**config.mk**
```make
export PLATFORM = sky130hd
export DESIGN_NAME = event_stat_regfile
export DESIGN_NICKNAME = d
export VERILOG_FILES = /design/src/rtl/event_stat_regfile.sv
export SDC_FILE = /design/constraint.sdc
export NUM_CORES = 1
export LEC_CHECK = 0
export CAP_MARGIN = 40
export CORE_UTILIZATION = 45
export CTS_CLUSTER_DIAMETER = 100
export DETAILED_ROUTE_END_ITERATION = 7
export GPL_ROUTABILITY_DRIVEN = 1
export RECOVER_POWER = 50
export SETUP_SLACK_MARGIN = 0.2
export SLEW_MARGIN = 30
export SYNTH_ARGS = -nofsm -noshare
export SYNTH_HDL_FRONTEND = slang
export SYNTH_SLANG_ARGS = --single-unit
export TNS_END_PERCENT = 1
```
**constraint.sdc**
```tcl
create_clock -name wb_clk_i -period 2.79 [get_ports wb_clk_i]
set_input_delay 0.837 -clock wb_clk_i [delete_from_list [all_inputs] [get_ports wb_clk_i]]
set_output_delay 0.837 -clock wb_clk_i [all_outputs]
set_load 0.02 [all_outputs]
```
**src/rtl/event_stat_regfile.sv**
```systemverilog
// Per-channel event counters with snapshot registers, overflow flags and a
// Wishbone register file (one wait state per access).
module event_stat_regfile #(
  parameter int NUM_CHAN = 4,
  parameter int CNT_W    = 32,
  parameter int RUNCFG_W = 12
) (
  input  logic                wb_clk_i,
  input  logic                wb_rst_ni,
  input  logic                wb_cyc_i,
  input  logic                wb_stb_i,
  input  logic                wb_we_i,
  input  logic [12:0]         wb_adr_i,
  input  logic [31:0]         wb_dat_i,
  input  logic [3:0]          wb_sel_i,
  output logic                wb_ack_o,
  output logic                wb_err_o,
  output logic                wb_rty_o,
  output logic [31:0]         wb_dat_o,
  input  logic [NUM_CHAN-1:0] event_i,
  output logic                cnt_reset_o,
  output logic                snap_o,
  output logic [NUM_CHAN-1:0] mask_o,
  output logic [RUNCFG_W-1:0] runcfg_o
);

  localparam logic [4:0] REG_CTRL   = 5'd0;
  localparam logic [4:0] REG_RUNCFG = 5'd1;
  localparam logic [4:0] REG_OVF    = 5'd2;
  localparam logic [4:0] REG_MASK   = 5'd3;
  localparam int         REG_SNAP0  = 4;

  // Bus handshake: a request (cyc & stb) is acknowledged one cycle after it
  // first appears; read data is captured in that first cycle and a write
  // takes effect on the edge that ends the acknowledged cycle.
  logic                ack_q;
  logic [31:0]         dat_q, dat_d;
  logic                cnt_reset_q, cnt_reset_d;
  logic                sat_q, sat_d;
  logic                clr_q, clr_d;
  logic                snap_q, snap_d;
  logic [RUNCFG_W-1:0] runcfg_q, runcfg_d;
  logic [NUM_CHAN-1:0] mask_q, mask_d;
  logic [NUM_CHAN-1:0] ovf_q, ovf_d;
  logic [CNT_W-1:0]    cnt_q  [NUM_CHAN];
  logic [CNT_W-1:0]    cnt_d  [NUM_CHAN];
  logic [CNT_W-1:0]    snapv_q[NUM_CHAN];
  logic [CNT_W-1:0]    snapv_d[NUM_CHAN];

  logic [4:0]          reg_idx;
  logic [31:0]         wmask;
  logic                wr_en;
  logic                snap_take;
  logic [NUM_CHAN-1:0] inc;
  logic [NUM_CHAN-1:0] ovf_set;
  logic [NUM_CHAN-1:0] ovf_clr;
  logic [31:0]         rdata;
  logic                unused_ok;

  assign reg_idx   = wb_adr_i[6:2];
  assign wmask     = {{8{wb_sel_i[3]}}, {8{wb_sel_i[2]}}, {8{wb_sel_i[1]}}, {8{wb_sel_i[0]}}};
  assign wb_ack_o  = ack_q & wb_cyc_i & wb_stb_i;
  assign wr_en     = wb_ack_o & wb_we_i;
  assign wb_err_o  = 1'b0;
  assign wb_rty_o  = 1'b0;
  assign wb_dat_o  = dat_q;
  assign snap_take = snap_q & ~cnt_reset_q;
  assign snap_o    = snap_take;
  assign cnt_reset_o = cnt_reset_q;
  assign mask_o    = mask_q;
  assign runcfg_o  = runcfg_q;
  assign unused_ok = ^{wb_adr_i[12:7], wb_adr_i[1:0], wb_dat_i, wmask};

  // Control, configuration and mask registers.
  always_comb begin
    cnt_reset_d = cnt_reset_q;
    sat_d       = sat_q;
    clr_d       = clr_q;
    snap_d      = 1'b0;
    runcfg_d    = runcfg_q;
    mask_d      = mask_q;
    ovf_clr     = '0;
    if (wr_en && reg_idx == REG_CTRL && wb_sel_i[0]) begin
      cnt_reset_d = wb_dat_i[0];
      snap_d      = wb_dat_i[1];
      sat_d       = wb_dat_i[2];
      clr_d       = wb_dat_i[3];
    end
    if (wr_en && reg_idx == REG_RUNCFG) begin
      runcfg_d = (runcfg_q & ~wmask[RUNCFG_W-1:0]) |
                 (wb_dat_i[RUNCFG_W-1:0] & wmask[RUNCFG_W-1:0]);
    end
    if (wr_en && reg_idx == REG_MASK) begin
      mask_d = (mask_q & ~wmask[NUM_CHAN-1:0]) |
               (wb_dat_i[NUM_CHAN-1:0] & wmask[NUM_CHAN-1:0]);
    end
    if (wr_en && reg_idx == REG_OVF) begin
      ovf_clr = wb_dat_i[NUM_CHAN-1:0] & wmask[NUM_CHAN-1:0];
    end
  end

  // Live counters; with clr_on_snap the snapshot cycle's own event seeds the
  // next window so nothing is dropped across the boundary.
  always_comb begin
    for (int k = 0; k < NUM_CHAN; k++) begin
      inc[k]     = event_i[k] & mask_q[k] & ~cnt_reset_q;
      ovf_set[k] = inc[k] & (&cnt_q[k]);
      cnt_d[k]   = cnt_q[k];
      snapv_d[k] = snapv_q[k];
      if (cnt_reset_q) begin
        cnt_d[k] = '0;
      end else if (snap_take && clr_q) begin
        cnt_d[k] = CNT_W'(inc[k]);
      end else if (inc[k]) begin
        if (&cnt_q[k]) cnt_d[k] = sat_q ? cnt_q[k] : '0;
        else           cnt_d[k] = cnt_q[k] + CNT_W'(1);
      end
      if (snap_take) snapv_d[k] = cnt_q[k];
    end
    // A same-cycle overflow beats the write-1-to-clear.
    ovf_d = (ovf_q & ~ovf_clr) | ovf_set;
  end

  always_comb begin
    rdata = '0;
    case (reg_idx)
      REG_CTRL:   rdata[3:0] = {clr_q, sat_q, 1'b0, cnt_reset_q};
      REG_RUNCFG: rdata[RUNCFG_W-1:0] = runcfg_q;
      REG_OVF:    rdata[NUM_CHAN-1:0] = ovf_q;
      REG_MASK:   rdata[NUM_CHAN-1:0] = mask_q;
      default: begin
        for (int k = 0; k < NUM_CHAN; k++) begin
          if (reg_idx == 5'(REG_SNAP0 + k)) rdata[CNT_W-1:0] = snapv_q[k];
        end
      end
    endcase
    dat_d = dat_q;
    if (wb_cyc_i && wb_stb_i && !wb_we_i && !wb_ack_o) dat_d = rdata;
  end

  always_ff @(posedge wb_clk_i or negedge wb_rst_ni) begin
    if (!wb_rst_ni) begin
      ack_q       <= 1'b0;
      dat_q       <= '0;
      cnt_reset_q <= 1'b0;
      sat_q       <= 1'b0;
      clr_q       <= 1'b0;
      snap_q      <= 1'b0;
      runcfg_q    <= '0;
      mask_q      <= '1;
      ovf_q       <= '0;
      for (int k = 0; k < NUM_CHAN; k++) begin
        cnt_q[k]   <= '0;
        snapv_q[k] <= '0;
      end
    end else begin
      ack_q       <= wb_cyc_i & wb_stb_i;
      dat_q       <= dat_d;
      cnt_reset_q <= cnt_reset_d;
      sat_q       <= sat_d;
      clr_q       <= clr_d;
      snap_q      <= snap_d;
      runcfg_q    <= runcfg_d;
      mask_q      <= mask_d;
      ovf_q       <= ovf_d;
      for (int k = 0; k < NUM_CHAN; k++) begin
        cnt_q[k]   <= cnt_d[k];
        snapv_q[k] <= snapv_d[k];
      end
    end
  end

endmodule

```
* Word level (Yosys, flattened, before mapping)
Index checks and enable logic that the tools add are counted.
** Storage, ports and cells
- Output and inout bits :: 53
- Register bits after elaboration :: 313
- Bits of input ports :: 58
** Operators by class
- Equality and inequality tests :: 11
- Bitwise operators :: 29
- Multiplexer cells :: 26
- Add/subtract/negate cells :: 4
- Reduce and logical (&&, ||, !) cells :: 26
** Operators with widths (number)
- $mux W32 :: 21
- $add A32 B1 Y32 const B :: 4
- $reduce_and A32 Y1 :: 4
- $and A12 B12 Y12 :: 2
- $eq A5 B3 Y1 const B :: 4
- $mux W20 :: 1
- $and A1 B1 Y1 :: 17
- $pmux W4 S4 :: 1
- $pmux W8 S2 :: 1
- $and A4 B4 Y4 :: 3
- $ne A4 B4 Y1 const B :: 3
- $not A12 Y12 :: 1
- $or A12 B12 Y12 :: 1
- $reduce_bool A3 Y1 :: 4
- $eq A5 B2 Y1 const B :: 2
- $logic_and A1 B1 Y1 :: 9
- $not A4 Y4 :: 2
- $or A4 B4 Y4 :: 2
- $reduce_and A2 Y1 :: 4
- $eq A5 B1 Y1 const B :: 1
- $logic_not A5 Y1 :: 1
- $mux W4 :: 1
- $ne A4 B3 Y1 const B :: 1
- $reduce_or A4 Y1 :: 1
- other kinds (4) :: 5

* Depth between registers and ports, before layout
- Word-level depth :: 8
- Gate-level depth with buffers :: 9
- Depth with buffers taken out :: 7

* Least setup slack after synthesis
OpenSTA, ideal clock, no wires.
- Path kind :: in2reg
- Start point :: in wb_adr_i[2]
- End point :: reg (tool-made name)
- Stages :: 5
- Path slack :: 0.233 ns
- Data arrival time :: 2.432 ns
- Path buffers :: 1
- Cells stage by stage :: clkbuf_1 > nand2b_1 > nor4_2 > nand4_1 > mux2_2
** RTL lines
- from (decl) :: RTL line 13 : input logic [12:0] wb_adr_i,

* Worst setup path after layout
- Start point :: reg snap_q
- End point :: out snap_o
** Between the ends
- Cells in the longest elaborated chain, start to end :: 1
** Ends and longest elaborated chain
- from (decl) :: RTL line 41 : logic snap_q, snap_d;
- from (signal assigned) :: RTL line 162 : snap_q <= snap_d;
- $and A1 B1 Y1 :: RTL line 67 : assign snap_take = snap_q & ~cnt_reset_q;
- to (decl) :: RTL line 22 : output logic snap_o,
Every way passes these cells.

==> results.toml <==
[clocking]
cts_root_buf = "clkbuf_16"
cts_made_buffers = 36
clkLatencyLatePin_ns = 0.52
clock_sinks = 313
htree_levels = 2
tritoncts = "done"
hold_buffers = 0
path_clk_slew_ns = 0.06
cts_buffer_depth = 3

[setup_path]
cp_num_cells = 3
worstReg2RegStart = "snap_q$_DFF_PN0_"
rrSetupSlack_ns = 0.26
crit_required_ns = 1.95
r2r_end = "cnt_q[19]$_DFFE_PN0P_"
critPathBufInv = 2
worst_setup_path_end_kind = "output pin"
startpoint = "snap_q$_DFF_PN0_"
cp_data_arrival_time_ns = 1.87
worstPathCellList = "nand2b_1 > clkinvlp_2 > dlygate4sd2_1"
cp_max_fo = 5
max_stage_delay_ns = 0.46
cp_top_family = "buffers and inverters"
critPathKind = "reg2out"
crit_path_top_delay_cell = "dfrtp_1"
rr_worst_depth = 7
worstSetupStartpointType = "register"
crit_end = "snap_o"

[timing]
slew_violations = 52
setup_viol = 0
finalHoldViolations = 0
tightest_slew_ns = 1.539
rsz0062_at_grt = "true"
period_minus_slack_ns = 2.704
final.setup.worst_slack_ns = 0.08576
maxSlewHeadroom_pct = -2.598
timing.fmax_ghz = 0.3698
timing.final.crit_share_pct = 96.93
finClkSkew_ns = 0.01308

[final_layout]
fillers = 3080
syn_to_final_growth_pct = 17.92
n_antenna_cell = 0
fin_util_pct = 54.03
fin_nets = 1844
drive_gt1_share_pct = 11.58

[die]
num_rows = 67
dieArea_um2 = 34880
start_util_pct = 45.82
fp.dieW_um = 186.8
die_h_um = 186.8
coreArea_um2 = 33530
ios = 111

[status]
status = "finished, violations left"
violations = "capacitance limit, slew limit"

[placement]
dp.final_hpwl_um = 33400
io_buffers = 78
dp_slack_ns = -0.1579
gp_congestion = 0.8938

[yosys]
synth-seq-area-share_pct = 51.01
synth.distinct_cells = 69
synth.top_cell.area_share_pct = 50.33
synthCells = 1677
ys_top_cells_by_area = "dfrtp_1 (50%), nand2_1 (12%), nor2_1 (3.0%), o21ai_0 (2.9%), mux2_2 (2.7%)"
synthArstFlopShare_pct = 100.0
synth_area_um2 = 15360
ys_warn_count = 0
synth.avg_cell_area_um2 = 9.161
yosys_register_bits = 313
yosysTopAreaCell = "dfrtp_1"
synth_edf_count = 0
synthFlopType = "dfrtp_1"

[min_path]
worstHoldStart = "snapv_q[25]$_DFFE_PN0N_"
min_path_type = "reg2reg"

[route]
vias = 13100
ant_nets = 0
initialDrtViolationCount = 1031
vias_per_cell = 5.813
drc = 0
wl_um = 47170
dr.pass1.iters = 5
wl_per_cell_um = 20.94

[power]
power_frac_seq_pct = 48.2
p_per_area_nw_per_um2 = 533.9
internal_power_mw = 7.500
switching_share_pct = 22.45
total_leakage_power_nw = 8.304
max-vdd-ir-drop_v = 0.0003287
power.share.clock_pct = 47.2
pwr-share-comb_pct = 4.6
p_sw_mw = 2.172

[global_routing]
grt_max_degree = 117
grt_pass1_vias = 12580
antenna_found_initial = 1
grt_first_pass_wirelength_um = 75240
gr-usage-all-layers_pct = 27.65
grt-ovfl-total = 0

[flow_run]
maxCapViolations = 1
==> per-layer routing <==
metal	GRT usage (%)	share of wire [%]	vias to the layer above
li1	-	-	6105
met5	0	0.028	-
met4	8.512	2.9	2
met2	42.11	45	388
met1	40.87	47	6533
met3	3.893	5.4	68
==> per-stage QoR <==
stage	total power, mW	cells	hold slack, ns	setup TNS, ns	instance area, µm²
6_report	9.672	2253	0.4756	0	18120
3_3_place_gp	5.192	2192	0.4521	-0.1638	17020
4_1_cts	9.787	2253	0.2576	0	18140
3_5_place_dp	5.197	2192	0.4587	-0.1579	17020
5_1_grt	10.00	2253	0.4888	0	18120
2_1_floorplan	4.912	1678	0.4318	0	15370
==> layout make-up <==
type / instances / area, µm² / area share (%)
timing repair buffer: 149 / 1394 / 7.694
multi-input combinational: 1258 / 7108 / 39.24
sequential: 313 / 7839 / 43.27
inverter: 24 / 91.34 / 0.5042
tap: 448 / 560.5 / 3.094
clock buffer: 59 / 1089 / 6.009
clock inverter: 2 / 35.03 / 0.1934
==> kinds of logic (layout without fill, tap and decap cells) <==
family                     count (synthesis)  in the layout  share of synthesized area (%)
AOI/OAI and AO/OA                        256            256                          11.30
xor gates and xnor gates                  46             46                          2.622
adders and majority gates                  4              4                         0.3258
buffers and inverters                    107            234                          2.818
DFF                                      313            313                          51.01
muxes                                     57             57                          5.318
other                                      1              2                        0.02441
and+or+nand+nor                          893            893                          26.58
==> worst reg2reg max path, delay by kind of cell, from the launching register on <==
family                    cells  cell delay [ns]
DFF                           1             0.46
buffers and inverters         1             0.28
AOI/OAI and AO/OA             2             1.06
xor gates and xnor gates      1             0.16
and+or+nand+nor               3             0.43
==> worst min-delay path by stage <==
| stage | to | slack, ns | depth (start not counted) |
|---|---|---|---|
| 2_1_floorplan | ovf_q[2]$_DFF_PN0_ | 0.43 | 2 |
| 3_3_place_gp | ovf_q[3]$_DFF_PN0_ | 0.45 | 2 |
| 3_5_place_dp | snapv_q[121]$_DFFE_PN0N_ | 0.46 | 2 |
| 4_1_cts | snapv_q[37]$_DFFE_PN0N_ | 0.26 | 1 |
| 5_1_grt | ovf_q[2]$_DFF_PN0_ | 0.49 | 2 |
| 6_report | snapv_q[25]$_DFFE_PN0N_ | 0.48 | 2 |
==> power groups by stage <==
stage | registers (mW) | logic (mW) | clock network, mW
floorplan | 4.74 | 0.172 | 0
global placement | 4.74 | 0.455 | 0
detailed placement | 4.74 | 0.460 | 0
CTS | 4.66 | 0.461 | 4.67
global route | 4.66 | 0.500 | 4.84
finish | 4.66 | 0.449 | 4.57
==> cell usage after synthesis (6+ instances only) <==
| library cell | n |
|---|---|
| buf_2 | 12 |
| or4_1 | 9 |
| nor2_1 | 122 |
| mux2_2 | 37 |
| clkbuf_1 | 60 |
| o21ai_0 | 88 |
| o211ai_1 | 9 |
| xnor2_1 | 29 |
| nor4_2 | 7 |
| and2_1 | 13 |
| mux4_2 | 16 |
| o221ai_1 | 18 |
| xor2_1 | 17 |
| or3_1 | 17 |
| nand4_1 | 45 |
| and4_1 | 10 |
| nor3b_1 | 8 |
| nand2_1 | 486 |
| dfrtp_1 | 309 |
| a21o_1 | 13 |
| o31ai_1 | 38 |
| buf_1 | 6 |
| nand3_1 | 67 |
| a21oi_1 | 22 |
| a22oi_1 | 13 |
| nor4_1 | 16 |
| a31oi_1 | 9 |
| nor3_1 | 46 |
| and3_1 | 26 |
| inv_1 | 23 |
==> what timing repair did <==
action / 4_1_cts / 5_1_grt
setup endpoints to repair: 6 / 26
resized for setup: 3 / 1
buffers inserted: 0 / 0
==> flip-flops by register name (all words and copies together) (netlist names), named ones only <==
register	flops
snapv_q	128
ack_q	1
cnt_q	128
clr_q	1
ovf_q	4
wb_dat_o	32
cnt_reset_o	1
snap_q	1
sat_q	1
==> placed cells by master, fill, tap and decap left out, types with 9 or more instances in the layout <==
cell type	instances
mux2_2	37
nor3_1	46
inv_1	23
nand2_1	485
xor2_1	17
xnor2_1	29
o21ai_0	88
a22oi_1	13
a21oi_1	22
and2_1	12
buf_4	61
clkdlybuf4s50_1	73
clkbuf_16	37
a31oi_1	9
nor4_1	16
nand4_1	45
mux4_2	16
o211ai_1	9
nor2_1	122
and4_1	10
and3_1	26
dfrtp_1	308
clkbuf_1	14
nand3_1	67
a21o_1	13
or3_1	17
o221ai_1	18
o31ai_1	38
No activity file was read; power rests on OpenSTA's default activity.
